`config.mk`:
```
export PLATFORM = sky130hd
export DESIGN_NAME = tdc_thermo_encoder_pipe
export DESIGN_NICKNAME = d
export VERILOG_FILES = /design/src/rtl/tdc_pkg.sv /design/src/rtl/tdc_thermo_group_enc.sv /design/src/rtl/tdc_thermo_encoder_pipe.sv
export SDC_FILE = /design/constraint.sdc
export NUM_CORES = 1
export LEC_CHECK = 0
export ABC_AREA = 1
export CORE_MARGIN = 2
export CORE_UTILIZATION = 60
export CTS_BUF_LIST = sky130_fd_sc_hd__clkbuf_4 sky130_fd_sc_hd__clkbuf_8
export CTS_CLUSTER_DIAMETER = 150
export DETAILED_ROUTE_END_ITERATION = 6
export GPL_TIMING_DRIVEN = 0
export PLACE_DENSITY = 0.9
export SLEW_MARGIN = 40
export SYNTH_ARGS = -nofsm -noshare
export SYNTH_HDL_FRONTEND = slang
export SYNTH_HIERARCHICAL = 1
export SYNTH_SLANG_ARGS = --single-unit
```
`constraint.sdc`:
```
create_clock -name clk -period 6.6 [get_ports clk]
set_clock_uncertainty 0.05 [all_clocks]
set_input_delay 0.66 -clock clk [delete_from_list [all_inputs] [get_ports clk]]
set_output_delay 0.66 -clock clk [all_outputs]
set_load 0.005 [all_outputs]
```
`src/rtl/tdc_pkg.sv`:
```
// Shared TDC definitions: default tap count, fine-time type, encode-mode
// constants and the majority helper used by the optional bubble filter.
package tdc_pkg;

   localparam int TDC_NUM_TAPS = 32;
   localparam int TDC_OUT_W    = $clog2(TDC_NUM_TAPS + 1);

   typedef logic [TDC_OUT_W-1:0] tdc_fine_t;

   localparam logic ENC_LAST_ONE = 1'b0;
   localparam logic ENC_POPCOUNT = 1'b1;

   // Three-input majority vote; removes an isolated flipped tap.
   function automatic logic tdc_maj3(input logic a, input logic b, input logic c);
      return (a & b) | (a & c) | (b & c);
   endfunction

endpackage

```
`src/rtl/tdc_thermo_group_enc.sv`:
```
// One thermometer group: popcount, index of the highest set tap, and an
// any-set flag. Purely combinational; the caller registers the results.
module tdc_thermo_group_enc #(
   parameter  int GROUP_W = 8,
   localparam int PC_W    = $clog2(GROUP_W + 1),
   localparam int HI_W    = $clog2(GROUP_W)
) (
   input  logic [GROUP_W-1:0] grp_bits,
   output logic [PC_W-1:0]    popcnt,
   output logic [HI_W-1:0]    hi,
   output logic               any
);

   // Scan taps low to high: count ones, keep the last (highest) set index.
   always_comb begin
      popcnt = '0;
      hi     = '0;
      any    = 1'b0;
      for (int i = 0; i < GROUP_W; i++) begin
         popcnt = popcnt + PC_W'(grp_bits[i]);
         if (grp_bits[i]) begin
            hi  = HI_W'(i);
            any = 1'b1;
         end else begin
            hi  = hi;
         end
      end
   end

endmodule

```
`src/rtl/tdc_thermo_encoder_pipe.sv`:
```
// Three-stage thermometer-to-binary encoder for the TDC fine-time path.
// S1 captures the code (optionally majority-filtered) and the mode, S2 holds
// per-group popcount / highest index, S3 reduces to the encoded value and
// flags. A saturating counter tallies bubbled samples.
// Optional feature: define TDC_BUBBLE_FILTER_EN to majority-filter the code in S1.
module tdc_thermo_encoder_pipe
   import tdc_pkg::*;
#(
   parameter  int NUM_TAPS = TDC_NUM_TAPS,
   parameter  int GROUP_W  = 8,
   parameter  int CNT_W    = 16,
   localparam int OUT_W    = $clog2(NUM_TAPS + 1)
) (
   input  logic                clk,
   input  logic                rst,
   input  logic [NUM_TAPS-1:0] thermo,
   input  logic                in_valid,
   input  logic                mode,
   input  logic                cnt_clr,
   output logic [OUT_W-1:0]    binary,
   output logic                out_valid,
   output logic                bubble,
   output logic                all_ones,
   output logic                all_zeros,
   output logic [CNT_W-1:0]    bubble_cnt
);

   localparam int NUM_GROUPS = NUM_TAPS / GROUP_W;
   localparam int PC_W       = $clog2(GROUP_W + 1);
   localparam int HI_W       = $clog2(GROUP_W);
   localparam logic [CNT_W-1:0] CNT_MAX = '1;

   logic [NUM_TAPS-1:0] s1_data_s;
   logic [NUM_TAPS-1:0] th1_r;
   logic                mode1_r;
   logic                v1_r;

   logic [PC_W-1:0]     gpc_s  [NUM_GROUPS];
   logic [HI_W-1:0]     ghi_s  [NUM_GROUPS];
   logic                gany_s [NUM_GROUPS];
   logic [PC_W-1:0]     pc2_r  [NUM_GROUPS];
   logic [HI_W-1:0]     hi2_r  [NUM_GROUPS];
   logic                any2_r [NUM_GROUPS];
   logic                mode2_r;
   logic                v2_r;

   logic [OUT_W-1:0]    pop_s;
   logic [OUT_W-1:0]    last_s;
   logic [OUT_W-1:0]    bin_s;

`ifdef TDC_BUBBLE_FILTER_EN
   logic [NUM_TAPS+1:0] ext_s;

   // Majority filter with a virtual 1 below tap 0 and a virtual 0 above the last tap.
   always_comb begin
      ext_s     = {1'b0, thermo, 1'b1};
      s1_data_s = '0;
      for (int i = 0; i < NUM_TAPS; i++) begin
         s1_data_s[i] = tdc_maj3(ext_s[i], ext_s[i+1], ext_s[i+2]);
      end
   end
`else
   // Unfiltered path: the captured code goes straight into S1.
   always_comb begin
      s1_data_s = thermo;
   end
`endif

   // S1: capture the code and its encode mode when a sample arrives.
   always_ff @(posedge clk) begin
      if (rst) begin
         v1_r    <= 1'b0;
         th1_r   <= '0;
         mode1_r <= ENC_LAST_ONE;
      end else begin
         v1_r <= in_valid;
         if (in_valid) begin
            th1_r   <= s1_data_s;
            mode1_r <= mode;
         end
      end
   end

   for (genvar g = 0; g < NUM_GROUPS; g++) begin : g_grp
      tdc_thermo_group_enc #(.GROUP_W(GROUP_W)) u_enc (
         .grp_bits (th1_r[g*GROUP_W +: GROUP_W]),
         .popcnt   (gpc_s[g]),
         .hi       (ghi_s[g]),
         .any      (gany_s[g])
      );
   end

   // S2: register per-group partial results alongside the sample's mode.
   always_ff @(posedge clk) begin
      if (rst) begin
         v2_r    <= 1'b0;
         mode2_r <= ENC_LAST_ONE;
         for (int g = 0; g < NUM_GROUPS; g++) begin
            pc2_r[g]  <= '0;
            hi2_r[g]  <= '0;
            any2_r[g] <= 1'b0;
         end
      end else begin
         v2_r <= v1_r;
         if (v1_r) begin
            mode2_r <= mode1_r;
            for (int g = 0; g < NUM_GROUPS; g++) begin
               pc2_r[g]  <= gpc_s[g];
               hi2_r[g]  <= ghi_s[g];
               any2_r[g] <= gany_s[g];
            end
         end
      end
   end

   // S3 reduction: total popcount and position just past the highest set tap.
   always_comb begin
      pop_s  = '0;
      last_s = '0;
      for (int g = 0; g < NUM_GROUPS; g++) begin
         pop_s = pop_s + OUT_W'(pc2_r[g]);
         if (any2_r[g]) begin
            last_s = OUT_W'(g * GROUP_W) + OUT_W'(hi2_r[g]) + OUT_W'(1);
         end else begin
            last_s = last_s;
         end
      end
      bin_s = (mode2_r == ENC_POPCOUNT) ? pop_s : last_s;
   end

   // S3: register the encoded value and flags; held while no sample is present.
   always_ff @(posedge clk) begin
      if (rst) begin
         out_valid <= 1'b0;
         binary    <= '0;
         bubble    <= 1'b0;
         all_ones  <= 1'b0;
         all_zeros <= 1'b0;
      end else begin
         out_valid <= v2_r;
         if (v2_r) begin
            binary    <= bin_s;
            bubble    <= (pop_s != last_s);
            all_ones  <= (bin_s == OUT_W'(NUM_TAPS));
            all_zeros <= (bin_s == OUT_W'(0));
         end
      end
   end

   // Saturating bubble tally; a clear in the same cycle as a bubble wins.
   always_ff @(posedge clk) begin
      if (rst) begin
         bubble_cnt <= '0;
      end else if (cnt_clr) begin
         bubble_cnt <= '0;
      end else if (out_valid && bubble && (bubble_cnt != CNT_MAX)) begin
         bubble_cnt <= bubble_cnt + CNT_W'(1);
      end
   end

endmodule

```
==> results by group <==
Run status
  – Status: complete, no violations

STA
  – Period utilization: 45.8%
  – Min Hold Slack: 422 ps
  – Fin crit period: 3020 ps
  – Slew margin rel.: 51.6%
  – Worst Max-Slew Pin Slew: 724 ps
  – Post-Route Setup TNS: 0 ps
  – Setup violators final: 0
  – Hold Fails Final Rpt: 0
  – Fmax: 331 MHz
  – RSZ-0062 raised after global routing: no
  – Final Max Tran Viols: 0

Die
  – Die ar.: 10000 um^2
  – Die Span Y: 100 um
  – FP Rows: 35
  – Core footprint: 9110 um^2
  – Die X: 100 um
  – Starting Density: 60.7%
  – Number of I/O pins: 63

Global routing
  – Tot GR Track Use: 27.2%
  – Met3 usage: 4.46%
  – Overflow after GRT: 0
  – Initial antenna violation count: 0
  – Top Usage Layer GRT: met2
  – Routing usage on met2: 48.1%
  – First-pass GRT wire length: 21.9 mm
  – Met1 Use GR: 32.5%
  – Number of global-route vias before repair: 4933
  – Pin count of the biggest net entering global routing: 34

Synthesis
  – Yosys warning count: 6
  – Average size of a mapped cell: 7.58 um^2
  – Synthesized area: 5530 um^2
  – Seq/Total Area, Yosys: 39.8%
  – Netlist cell types: 29
  – #FFs+latches synth: 94
  – Synth Instances: 730
  – Mapped Nets: 815

Clocking
  – H-tree depth: 3
  – CTS tree: done
  – Num CTS Buffers: 9
  – Sink Count: 94
  – Postcts setup bufs: 0
  – Worst-Skew Late Latency: 370 ps
  – CTS root buf: clkbuf_8
  – Worst-case clock buffer depth: 2
  – Hold_buf cts: 0
  – # resized after CTS: 0
  – Clk slew on worst S/H paths: 90 ps

Worst setup path
  – Critical R2R Launch: pc2_r[3][1]
  – Worst R2R Path Depth: 12
  – CP max FO: 3
  – Worst reg-to-reg setup slack: 3580 ps
  – Slowest cell on crit path: fa_1
  – Crit-path cells: inv_1, fa_1, fa_1, inv_1, ha_1, inv_1, fa_1, xor2_1, nor2_1, a21oi_1, nand4_1, a21oi_1
  – Crit end category: register
  – FF-to-FF End: all_zeros
  – Cell family with most CP delay: adder cells
  – Worst EP required: 6850 ps
  – CP Buf/Inv Count: 3
  – Critical path type: register to register
  – Critical Path Start Type: register
  – WP data arrival: 3270 ps
  – Crit-path max cell delay: 560 ps

Detailed routing
  – Post-route ant nets: 0
  – Vias per cell: 5.34
  – Vias: 4903
  – Drt pass-1 iters: 6
  – DR WL/cell: 13.6 um
  – DRT Wirelength: 12.5 mm
  – Residual DRC: 0
  – DR iter-0 viols: 201

Placement
  – Routability cong.: 0.935
  – IO Port Bufs: 61
  – Dpl hpwl: 9.46 mm
  – Dpl cell area: 6280 um^2

Cells and area
  – Filler cell count: 688
  – Design area: 6490 um^2
  – Total Nets Final: 887
  – ANT cells: 0
  – Share of cells above drive strength 1: 3.97%
  – Layout area overhead: 17.3%

Power
  – Part of the power in registers: 47.4%
  – Net Sw Frac: 31.7%
  – Leak pwr: 0.00298 uW
  – Sw power: 440 uW
  – Total power: 1390 uW
  – Internal: 950 uW
  – Worst vdd ir: 121 uV
  – Combinational power share: 24.3%
  – Clk network pwr share: 28.3%
  – PD cells: 214 nW/um^2

Hold path
  – Worst Hold Class: register to register
  – Worst hold start: all_ones
  – Hold Path Stages: 2
  – Worst hold endpoint: all_ones

Run
  – MaxCap Viol Count: 0
-- cell usage in the layout (no fill, tap or decap), types with 5 or more instances in the layout --
cell	n
clkdlybuf4s50_1	61
edfxtp_1	32
nor2_1	137
dfxtp_1	62
nand4_1	5
a21oi_2	6
nand2_1	141
ha_1	24
nor3_1	10
xnor2_1	9
fa_1	24
nand3_1	33
clkbuf_8	9
clkbuf_1	12
a21oi_1	20
inv_1	142
o21ai_0	44
xor2_1	7
-- tightest hold or removal path, delay by kind of cell, from the launching register on --
| family | cells | cell delay (ps) |
|---|---|---|
| and+or+nand+nor | 1 | 60 |
| DFF | 1 | 320 |
| AOI/OAI and AO/OA | 1 | 60 |
-- final cells by class --
type	instances	area, um^2	share of cell area [%]
buffer	18	82.6	1.27
clock buffer	9	124	1.91
inverter	143	537	8.28
sequential	94	2200	34.0
multi-input combinational	475	2710	41.8
tap	111	139	2.14
clock inverter	7	80.1	1.23
timing repair buffer	61	611	9.41
-- stage by stage --
stage / std cells / setup WS, ps / utilization, %
after detailed placement: 902 / 3640 / 69.0
after global placement: 902 / 3710 / 68.9
after floorplan: 730 / 3890 / -
after CTS: 918 / 3610 / 71.2
after global routing: 918 / 3410 / 71.2
final: 918 / 3580 / 71.2
-- worst max path at each step --
stage,startpoint,endpoint,slack [ps],cells past startpoint
floorplan,pc2_r[3][1],binary[3],3890,13
global placement,pc2_r[3][1],binary[3],3710,13
detailed placement,pc2_r[3][1],all_zeros,3640,12
CTS,pc2_r[3][1],all_zeros,3610,12
global route,pc2_r[3][1],all_zeros,3410,12
finish,pc2_r[3][1],all_zeros,3580,12
-- flip-flops by register name, indices dropped and copies added, names as in the netlist, 4 cells and up --
signal,count
th1_r,32
binary,6
pc2_r,16
bubble_cnt,16
hi2_r,12
any2_r,4
-- layer usage --
layer  vias to the layer above  routed length (um)
met5                         -                   0
met4                         0                 369
met3                        37                 720
met2                       181                6350
met1                      2298                5070
li1                       2387                   -
-- Yosys cell counts --
library cell,number,area [um^2]
a21oi_2,6,52.6
fa_1,24,480
dfxtp_1,62,1240
xor2_1,7,61.3
nor4_1,1,6.26
nand3b_1,3,22.5
o21bai_4,1,18.8
clkbuf_1,12,45.0
o21ai_0,44,220
nand3_1,33,165
a31oi_1,1,6.26
a21oi_1,20,100
nand4_1,5,31.3
nand2_1,142,533
nand4_2,1,12.5
ha_1,24,300
inv_1,142,533
o22ai_1,1,6.26
buf_6,2,22.5
nor3_4,1,16.3
nand2_2,3,18.8
buf_1,4,15.0
xnor2_1,9,78.8
nor2_2,1,6.26
o211ai_1,1,7.51
nor2_1,137,514
edfxtp_1,32,961
clkinv_1,1,3.75
nor3_1,10,50.1
-- cells by family (layout without fill, tap and decap cells) --
logic type | Yosys count | after routing | share of synthesized area [%]
AND/OR/NAND/NOR | 337 | 337 | 24.9
buffers and inverters | 161 | 238 | 11.2
flip-flops | 94 | 94 | 39.8
AO/OA/AOI/OAI | 74 | 74 | 7.44
adder cells (fa/ha/maj) | 48 | 48 | 14.1
XOR/XNOR | 16 | 16 | 2.53
-- power by group through the flow --
stage | clock network, uW | logic [uW] | registers, uW
4_1_cts | 399 | 335 | 659
2_1_floorplan | 0 | 232 | 665
5_1_grt | 423 | 392 | 664
3_3_place_gp | 0 | 300 | 670
3_5_place_dp | 0 | 328 | 672
6_report | 394 | 338 | 659
Note: power is estimated with default switching activity, not from simulation.
==> variant, RTL diff (config.mk and constraints unchanged) <==
The option `TDC_BUBBLE_FILTER_EN` is turned on by a define.
--- a/src/rtl/tdc_thermo_encoder_pipe.sv
+++ b/src/rtl/tdc_thermo_encoder_pipe.sv
@@ -3,6 +3,8 @@
 // per-group popcount / highest index, S3 reduces to the encoded value and
 // flags. A saturating counter tallies bubbled samples.
 // Optional feature: define TDC_BUBBLE_FILTER_EN to majority-filter the code in S1.
+`define TDC_BUBBLE_FILTER_EN
+
 module tdc_thermo_encoder_pipe
    import tdc_pkg::*;
 #(
Function: changed (Yosys sat finds a counterexample within 4 cycles, from zero or initial values and one cycle with rst high).
==> variant against the unedited design <==
- design area is 6.5% higher
- wire length decreased by 4.9%
- critical path type unchanged
- count of clock-buffer cells in the layout rose by 1
- sequential share of layout area down 2.1 points
- critical path depth shrank 1
- total power is 0.69% lower
- synthesized cell count is 6.0% higher
- sequential cell count stayed put
- setup slack got worse by 0.15 ns
- global-route usage decreased by 3.2 points
- die area grew 6.9%
- highest routed layer unchanged
- synthesized area increased by 7.2%
==> variant: results (changes against the unedited design) <==
[outcome]
status=completed

[yosys]
ys_async_sr_fraction_pct=0  ; unchanged
postSynth.topFlopCell=sky130_fd_sc_hd__dfxtp_1
synth_nets=863  ; +5.9%
synth_commonest_cells=157 x sky130_fd_sc_hd__nand2_1, 151 x sky130_fd_sc_hd__inv_1, 96 x sky130_fd_sc_hd__nor2_1
synth.distinct_cells=38  ; +31%
post-synth-top-area-fraction_pct=20.9  ; -1.5 points
synth.yosys.seq_area_share_pct=37.2  ; -2.7 points
ys.warnings.count=6  ; unchanged
synth.area.top_cells=sky130_fd_sc_hd__dfxtp_1 21%, sky130_fd_sc_hd__edfxtp_1 16%, sky130_fd_sc_hd__nand2_1 9.9%
synth_enable_flop_cells=32  ; unchanged

[grt]
largest_net_degree_at_the_start_of_global_routing=34  ; unchanged
grt_use_met1_pct=29.7  ; -2.7 points
wire_length_of_the_first_global_routing_pass_mm=20.4  ; -6.7%
grt.met2_usage_pct=42.6  ; -5.5 points
globalRouteMet3Util_pct=4.44  ; -0.021 points
grt_antenna_before_repair=0  ; unchanged
groute.usage.overall_pct=24.1  ; -3.2 points
grt_pass1_vias=4785  ; -3.0%

[final_layout]
diodes=0  ; unchanged
largestRegisters=th1_r (32), bubble_cnt (16), pc2_r (16)
drive_gt1_share_pct=8.11  ; +4.1 points
design.final.nets=935  ; +5.4%

[critical_path]
arrival_time_worst_endpoint_ns=3.34  ; +0.07 ns
timing.critical_path.fanout_max=3  ; unchanged

[clock_network]
clk_root_buffer_cell=sky130_fd_sc_hd__clkbuf_8
post_cts_resize_count=0  ; unchanged
clock_latency_on_the_worst_skew_pair_ns=0.36
tritoncts_buffer_count=9  ; unchanged
clock_path_buffers=2  ; unchanged
post_cts_buffers=0  ; unchanged
htree_levels=3  ; unchanged
reg_clk_slew_reported_paths_ns=0.09  ; about the same

[drt]
first_iter_violations=173  ; -14%
route.detailed.vias_per_inst=4.98  ; -6.7%
postRouteWirelength_mm=11.9  ; -4.9%
firstDrtPassIters=5  ; -1

[placement]
port-buffer-count=61  ; unchanged
placed_cell_area_um2=6710  ; +6.8%
hpwl_after_dpl_mm=9.08  ; -4.0%
place_congestion=0.868  ; -7.1%

[timing]
slew-limit-headroom_pct=54.5  ; +2.9 points
tns_ns=0  ; unchanged

[power]
power.static_leakage_uw=0.00316  ; +6.0%
power.ir.vdd_worst_mv=0.121  ; -0.20%

[worst_hold_path]
worstHoldPathType=flop to flop

==> variant: changes by cell type after synthesis, sizes merged, moves of 5 or more <==
cell and change:
a21oi +28, clkbuf -6, inv +28, nand2 +16, nand3b +5, nor2 -39
==> variant: cells by family (layout without fill, tap and decap cells) <==
kind of cell               after synthesis  after routing  share of synthesized area, %
and+or+nand+nor                        322            322                          25.2
buffers and inverters                  186            263                          12.2
AOI/OAI and AO/OA                      107            107                          9.42
DFF                                     94             94                          37.2
adders and majority gates               52             52                          14.0
xor gates and xnor gates                13             13                          1.92
==> variant: worst paths after layout <==
path	end	start	cells past startpoint	slack [ns]
min	all_zeros$_SDFFE_PP0P_	all_zeros$_SDFFE_PP0P_	2	0.42
max reg2reg	pc2_r[0][6]$_SDFFCE_PN0P_	th1_r[9]$_SDFFE_PP0P_	11	3.43
min reg2reg	all_zeros$_SDFFE_PP0P_	all_zeros$_SDFFE_PP0P_	2	0.42
max	pc2_r[0][6]$_SDFFCE_PN0P_	th1_r[9]$_SDFFE_PP0P_	11	3.43
==> variant: metrics by stage <==
step,utilization (%),total power [µW],cells,hold slack (ns),setup WS (ns)
finish,71.4,1380,984,0.421,3.43
global route,71.4,1460,984,0.448,3.31
CTS,71.4,1380,984,0.418,3.46
detailed placement,69.3,993,968,0.405,3.50
global placement,69.2,978,968,0.402,3.58
floorplan,-,900,774,0.371,3.73
==> variant: worst max-delay path, stage by stage (launching register included) <==
cell                      delay (ns)
sky130_fd_sc_hd__dfxtp_1        0.37
sky130_fd_sc_hd__inv_1          0.09
sky130_fd_sc_hd__fa_1           0.50
sky130_fd_sc_hd__fa_1           0.52
sky130_fd_sc_hd__fa_1           0.41
sky130_fd_sc_hd__inv_1          0.07
sky130_fd_sc_hd__ha_1           0.16
sky130_fd_sc_hd__inv_1          0.06
sky130_fd_sc_hd__fa_1           0.39
sky130_fd_sc_hd__xnor2_1        0.25
sky130_fd_sc_hd__inv_1          0.07
sky130_fd_sc_hd__nor2_1         0.10
==> variant: per-layer routing <==
| layer | wire length [µm] | vias to the layer above |
|---|---|---|
| met4 | 186 | 0 |
| li1 | - | 2544 |
| met5 | 0 | - |
| met2 | 6020 | 121 |
| met3 | 465 | 23 |
| met1 | 5230 | 2214 |
==> variant: final cells by class <==
| class | count | area (µm²) |
|---|---|---|
| clock buffers | 10 | 138 |
| multi-input cells | 494 | 3000 |
| fillers | 708 | 2770 |
| plain buffers | 16 | 85.1 |
| well taps | 133 | 166 |
| repair buffers | 61 | 611 |
| flip-flops and latches | 94 | 2200 |
| inverters | 170 | 641 |
| clock inverters | 6 | 66.3 |
==> variant: power by group <==
group	total (µW)	switching (µW)	internal, µW
clock network	397	209	188
registers	650	19.6	630
logic	334	191	143
